$ cat src/rtl/exec_pkg.sv
// exec_pkg: shared definitions for the exec_ctrl sequencer.
//   - ALU opcode encodings (match the downstream 8-bit ALU)
//   - FSM state encodings (legacy-compatible constants)
//   - instruction field bit positions and the HALT word
//   - status flag bit indices inside flags = {C,Z,G,E}
//   - wb_flags(): status register update applied in write-back
package exec_pkg;

  typedef enum logic [2:0] {
    OP_ADD = 3'b000,
    OP_SUB = 3'b001,
    OP_AND = 3'b010,
    OP_OR  = 3'b011,
    OP_XOR = 3'b100,
    OP_CMP = 3'b101,
    OP_SHL = 3'b110,
    OP_SHR = 3'b111
  } alu_op_e;

  localparam logic [2:0] S_IDLE   = 3'd0;
  localparam logic [2:0] S_FETCH  = 3'd1;
  localparam logic [2:0] S_DECODE = 3'd2;
  localparam logic [2:0] S_EXEC   = 3'd3;
  localparam logic [2:0] S_WB     = 3'd4;
  localparam logic [2:0] S_HALT   = 3'd5;

  // Instruction word: [15:13] op, [12] imm, [11:10] rd, [9:8] rs, [7:0] imm8
  localparam int OP_HI   = 15;
  localparam int OP_LO   = 13;
  localparam int IMM_BIT = 12;
  localparam int RD_LO   = 10;
  localparam int RS_LO   = 8;
  localparam int IMM8_HI = 7;
  localparam int IMM8_LO = 0;

  localparam logic [15:0] HALT_WORD = 16'hFFFF;

  localparam int FLAG_C = 3;
  localparam int FLAG_Z = 2;
  localparam int FLAG_G = 1;
  localparam int FLAG_E = 0;

  // Compare only touches G/E; every other op rewrites C/Z and keeps G/E.
  // Carry is only meaningful for ADD, so other ops clear C.
  function automatic logic [3:0] wb_flags(
    input logic [2:0] op,
    input logic [3:0] cur,
    input logic       zero,
    input logic       c,
    input logic       g,
    input logic       e
  );
    logic [3:0] f;
    f = cur;
    if (op == OP_CMP) begin
      f[FLAG_G] = g;
      f[FLAG_E] = e;
    end else begin
      f[FLAG_C] = (op == OP_ADD) ? c : 1'b0;
      f[FLAG_Z] = zero;
    end
    return f;
  endfunction

endpackage

$ cat src/rtl/exec_regfile.sv
// exec_regfile: NREGS x DATA_W register file for exec_ctrl.
//   clk, rst_n          : clock, synchronous active-low clear of all entries
//   we, waddr, wdata    : synchronous write port
//   raddr_a / rdata_a   : combinational read port A (operand a)
//   raddr_b / rdata_b   : combinational read port B (operand b)
//   dbg_sel / dbg_data  : combinational debug read port, only when
//                         EXEC_DBG_PORT_EN is defined
module exec_regfile #(
  parameter int DATA_W = 8,
  parameter int NREGS  = 4,
  localparam int IDX_W = $clog2(NREGS)
) (
  input  logic              clk,
  input  logic              rst_n,
  input  logic              we,
  input  logic [IDX_W-1:0]  waddr,
  input  logic [DATA_W-1:0] wdata,
  input  logic [IDX_W-1:0]  raddr_a,
  output logic [DATA_W-1:0] rdata_a,
  input  logic [IDX_W-1:0]  raddr_b,
  output logic [DATA_W-1:0] rdata_b
`ifdef EXEC_DBG_PORT_EN
  ,
  input  logic [IDX_W-1:0]  dbg_sel,
  output logic [DATA_W-1:0] dbg_data
`endif
);

  logic [DATA_W-1:0] regs [NREGS];

  always_ff @(posedge clk) begin
    if (!rst_n) begin
      for (int unsigned i = 0; i < NREGS; i++) begin
        regs[i] <= '0;
      end
    end else if (we) begin
      regs[waddr] <= wdata;
    end
  end

  assign rdata_a = regs[raddr_a];
  assign rdata_b = regs[raddr_b];

`ifdef EXEC_DBG_PORT_EN
  assign dbg_data = regs[dbg_sel];
`endif

endmodule

$ cat src/rtl/exec_ctrl.sv
// exec_ctrl: multi-cycle fetch/decode/execute/write-back sequencer that
// drives an external 8-bit ALU. One instruction takes 4 cycles
// (FETCH, DECODE, EXEC, WB). Word 16'hFFFF halts the core.
//   clk, rst_n            : clock, synchronous active-low reset
//   start                 : leave IDLE/HALT and fetch at current pc
//   imem_addr, imem_rd    : instruction fetch (data valid one cycle later)
//   imem_data             : instruction word
//   alu_a, alu_b, alu_op  : registered ALU inputs, stable through EXEC
//   alu_result, alu_greater, alu_equal, alu_carry : ALU outputs
//   flags                 : status {C,Z,G,E}
//   busy, halted, retire  : status; retire pulses once per instruction in WB
//   pc                    : program counter
// Optional: EXEC_DBG_PORT_EN adds dbg_sel/dbg_data, a combinational read
// of R[dbg_sel] that never affects execution.
module exec_ctrl
  import exec_pkg::*;
#(
  parameter int DATA_W = 8,
  parameter int PC_W   = 8,
  parameter int NREGS  = 4
) (
  input  logic              clk,
  input  logic              rst_n,
  input  logic              start,
  output logic [PC_W-1:0]   imem_addr,
  output logic              imem_rd,
  input  logic [15:0]       imem_data,
  output logic [DATA_W-1:0] alu_a,
  output logic [DATA_W-1:0] alu_b,
  output logic [2:0]        alu_op,
  input  logic [DATA_W-1:0] alu_result,
  input  logic              alu_greater,
  input  logic              alu_equal,
  input  logic              alu_carry,
  output logic [3:0]        flags,
  output logic              busy,
  output logic              halted,
  output logic              retire,
  output logic [PC_W-1:0]   pc
`ifdef EXEC_DBG_PORT_EN
  ,
  input  logic [1:0]        dbg_sel,
  output logic [DATA_W-1:0] dbg_data
`endif
);

  localparam int IDX_W = $clog2(NREGS);

  logic [2:0]        state;
  logic [PC_W-1:0]   pc_q;
  logic [2:0]        ir_op;
  logic [IDX_W-1:0]  ir_rd;
  logic [DATA_W-1:0] op_a;
  logic [DATA_W-1:0] op_b;
  logic [DATA_W-1:0] res;
  logic              res_c;
  logic              res_g;
  logic              res_e;
  logic [3:0]        flags_q;

  logic              rf_we;
  logic [DATA_W-1:0] rf_rdata_a;
  logic [DATA_W-1:0] rf_rdata_b;
  logic              dec_imm;
  logic [DATA_W-1:0] dec_imm8;

  // Register reads address straight off the incoming word during DECODE,
  // so operands are captured in the same cycle the word arrives.
  assign dec_imm  = imem_data[IMM_BIT];
  assign dec_imm8 = DATA_W'(imem_data[IMM8_HI:IMM8_LO]);
  assign rf_we    = (state == S_WB) && (ir_op != OP_CMP);

  exec_regfile #(
    .DATA_W (DATA_W),
    .NREGS  (NREGS)
  ) u_rf (
    .clk     (clk),
    .rst_n   (rst_n),
    .we      (rf_we),
    .waddr   (ir_rd),
    .wdata   (res),
    .raddr_a (imem_data[RD_LO +: IDX_W]),
    .rdata_a (rf_rdata_a),
    .raddr_b (imem_data[RS_LO +: IDX_W]),
    .rdata_b (rf_rdata_b)
`ifdef EXEC_DBG_PORT_EN
    ,
    .dbg_sel (dbg_sel[IDX_W-1:0]),
    .dbg_data(dbg_data)
`endif
  );

  // Only the op and rd fields are needed past DECODE; the rest of the
  // word is consumed while it is on imem_data.
  always_ff @(posedge clk) begin
    if (!rst_n) begin
      state   <= S_IDLE;
      pc_q    <= '0;
      ir_op   <= '0;
      ir_rd   <= '0;
      op_a    <= '0;
      op_b    <= '0;
      res     <= '0;
      res_c   <= 1'b0;
      res_g   <= 1'b0;
      res_e   <= 1'b0;
      flags_q <= '0;
    end else begin
      case (state)
        S_IDLE, S_HALT: begin
          if (start) begin
            state <= S_FETCH;
          end
        end
        S_FETCH: begin
          state <= S_DECODE;
        end
        S_DECODE: begin
          if (imem_data == HALT_WORD) begin
            state <= S_HALT;
          end else begin
            ir_op <= imem_data[OP_HI:OP_LO];
            ir_rd <= imem_data[RD_LO +: IDX_W];
            op_a  <= rf_rdata_a;
            op_b  <= dec_imm ? dec_imm8 : rf_rdata_b;
            state <= S_EXEC;
          end
        end
        S_EXEC: begin
          res   <= alu_result;
          res_c <= alu_carry;
          res_g <= alu_greater;
          res_e <= alu_equal;
          state <= S_WB;
        end
        S_WB: begin
          flags_q <= wb_flags(ir_op, flags_q, (res == '0), res_c, res_g, res_e);
          pc_q    <= pc_q + PC_W'(1);
          state   <= S_FETCH;
        end
        default: begin
          state <= S_IDLE;
        end
      endcase
    end
  end

  assign imem_addr = pc_q;
  assign imem_rd   = (state == S_FETCH);
  assign alu_a     = op_a;
  assign alu_b     = op_b;
  assign alu_op    = ir_op;
  assign flags     = flags_q;
  assign busy      = (state == S_FETCH) || (state == S_DECODE) ||
                     (state == S_EXEC)  || (state == S_WB);
  assign halted    = (state == S_HALT);
  assign retire    = (state == S_WB);
  assign pc        = pc_q;

endmodule

$ cat config.mk
export PLATFORM = sky130hd
export DESIGN_NAME = exec_ctrl
export DESIGN_NICKNAME = d
export VERILOG_FILES = /design/src/rtl/exec_pkg.sv /design/src/rtl/exec_regfile.sv /design/src/rtl/exec_ctrl.sv
export SDC_FILE = /design/constraint.sdc
export NUM_CORES = 1
export LEC_CHECK = 0
export ABC_AREA = 1
export BUFFER_PORTS_ARGS = -buffer_cell sky130_fd_sc_hd__buf_4
export CAP_MARGIN = 10
export CORE_MARGIN = 3
export CORE_UTILIZATION = 45
export CTS_CLUSTER_DIAMETER = 40
export DETAILED_ROUTE_END_ITERATION = 10
export GPL_ROUTABILITY_DRIVEN = 0
export PLACE_DENSITY = 0.66
export SYNTH_ARGS = -nofsm -noshare
export SYNTH_HDL_FRONTEND = slang
export SYNTH_HIERARCHICAL = 1
export SYNTH_SLANG_ARGS = --single-unit
$ cat constraint.sdc
create_clock -name clk -period 2.74 [get_ports clk]
set_input_delay 0.137 -clock clk [delete_from_list [all_inputs] [get_ports clk]]
set_output_delay 0.137 -clock clk [all_outputs]
set_load 0.02 [all_outputs]
==> metrics.txt <==
outcome finished, final reports clean; Least-Margin Pin Slew 0.841 ns; Combinational Power Share 0.161; largest net degree at the start of global routing 49; CTS max path bufs 2; number of port buffers 72; num ports 73; clock share of power 0.303; die width 103 um; DRT Pass-1 Iters 4; die height 103 um; Placed Instances 729; Std-Cell Rows 34; post-synth top area share 0.226; Worst Hold Launch alu_carry; total power 2.44 mW; clk_skew 0.0107 ns; CTS tree done; sequential share of the synthesized area 0.446; part of the power in registers 0.535; Worst R2R Path Depth 7; most common cell in the netlist nand2_1; Overflow after GRT 0; Sinks on Clock Net 79; R2R Path End u_rf/regs[0][3]; P_leak 2.28 nW; Post-DP HPWL 7.20 mm; net load switching power 0.698 mW; Vias/cell 4.72; first-pass GRT wire length 15.4 mm; Post-Syn Instances 561; Avg Cell Area, Syn 7.59 sq um; Synth area leaders edfxtp_1 (23%), dfxtp_1 (22%), nand2_1 (12%); slew margin rel. 0.438; DR iter-0 viols 184; synth-to-layout area growth 14.6%; worst hold path class input port to flop; ys flop type dfxtp_1; overall global routing resource usage 0.185; commonest cells in the synthesized netlist nand2_1 (136), nor2_1 (90), inv_1 (82); Max-Cap Viols 0; Internal 1.75 mW; total setup buffers inserted after CTS 0; pwr/cell area 501 nW/um^2; Critical Path AT 2.21 ns; synthesized area 4260 sq um; Yosys reg bits 79; CP Max Fanout 18; Final Critical Period 2.20 ns; antenna-violating nets left 0; R2R Setup Slk 0.54 ns; Hold WS 0.0539 ns; CTS root buf clkbuf_8; dominant cell type by area after synthesis edfxtp_1; CTS HTree Levels 3; Critical Path Source Type flop; fin cells 745; final WL 9.60 mm; Setup WS pre-CTS 0.564 ns; PostCTS Resize Cnt 0; FMAX 455 MHz; total core area 8980 sq um; period utilisation layout 0.802; Final nets 645; Via Count 3,518; diode count 0; Worst-Skew Late Latency 0.34 ns; Worst setup EP type flop; TritonCTS Buffers 9; Initial Utilization 0.475; clk slew on worst S/H paths 0.08 ns; Setup Viol. Count Final 0; Design Area, Final 4880 sq um; Post-synth EDFFs 32; layout cell share with drive strength beyond 1 0.207; Final Core Density 0.544; Cell Area, Placed 4720 sq um; Fin Setup TNS 0 ns; worst r2r src state[0]; RSZ-0062 raised after global routing false; Slew Limit Fails 0; Synthesis Warnings 6; drt wl/cell 12.9 um; WP data required 2.75 ns; switching share of total power 0.285; # DRC 0; Mapped Nets 592; FFs w/ async S/R, synth 0; Hold Vio Cnt, Final 0; vias in the first global route 3,271; crit path kind flop to flop; maximum VDD drop 0.254 mV; initial antenna violation count 0; Worst Setup SP state[0]; Critical Path End u_rf/regs[0][3]; die area 10,700 sq um; Final Worst Setup Slack 0.543 ns; synth unique cells 32; hold buffer count at cts 0
-- worst min-delay path by stage --
stage / to / cells after the start
final: res_c / 3
after global placement: res_e / 3
after floorplan: res_e / 2
after global routing: res_e / 3
after CTS: res_c / 3
after detailed placement: res_c / 3
-- cells by family after synthesis --
| logic type | synth area share |
|---|---|
| simple gates | 0.351 |
| buf+inv | 0.134 |
| flops | 0.446 |
| compound gates | 0.0464 |
| mux | 0.0188 |
| fa+ha+maj | 0.00294 |
-- power groups by stage --
stage	Clock [mW]	Sequential, mW	Combinational (mW)
global placement	0	1.33	0.392
CTS	0.762	1.31	0.397
detailed placement	0	1.34	0.395
global route	0.813	1.32	0.441
finish	0.742	1.31	0.394
floorplan	0	1.36	0.246
-- worst max-delay path, cell delays in order, from the launching register on --
cell and delay (ns):
dfxtp_1 0.37, inv_1 0.13, nand3_2 0.16, nor2_1 0.42, nand2_4 0.26, nor2_8 0.18, nand2_4 0.10, nand2_1 0.25
-- sequential cells by signal, indices dropped and copies added, names as in the netlist --
| register | cells |
|---|---|
| res_g | 1 |
| res_e | 1 |
| res | 8 |
| alu_op | 3 |
| alu_b | 8 |
| state | 3 |
| alu_a | 8 |
| flags | 4 |
| imem_addr | 8 |
| ir_rd | 2 |
| res_c | 1 |
| u_rf/regs | 32 |
-- cells in the final DEF (no fill, tap or decap), drive strengths merged, types with 2 or more instances in the layout --
master / instances
clkinvlp: 2
nor3: 11
nand2: 144
a21oi: 16
buf: 73
clkbuf: 10
dfxtp: 47
clkinv: 4
edfxtp: 32
nand4: 3
mux2i: 8
inv: 86
nand3: 60
nor2: 96
o21ai: 22
-- layout make-up --
| class | count | area [sq um] |
|---|---|---|
| clock buffer | 10 | 128 |
| clock inverter | 6 | 37.5 |
| fill | 863 | 4090 |
| inverter | 86 | 323 |
| multi-input combinational | 365 | 1790 |
| sequential | 79 | 1900 |
| tap | 126 | 158 |
| timing repair buffer | 73 | 548 |
-- per-layer routing --
metal | up-vias | track usage | wire, um
met5 | - | 0 | 0
met4 | 0 | 0.0757 | 255
met3 | 17 | 0.0329 | 464
met2 | 91 | 0.290 | 4320
met1 | 1559 | 0.253 | 4560
li1 | 1851 | - | -
Note: power is estimated with default switching activity, not from simulation.
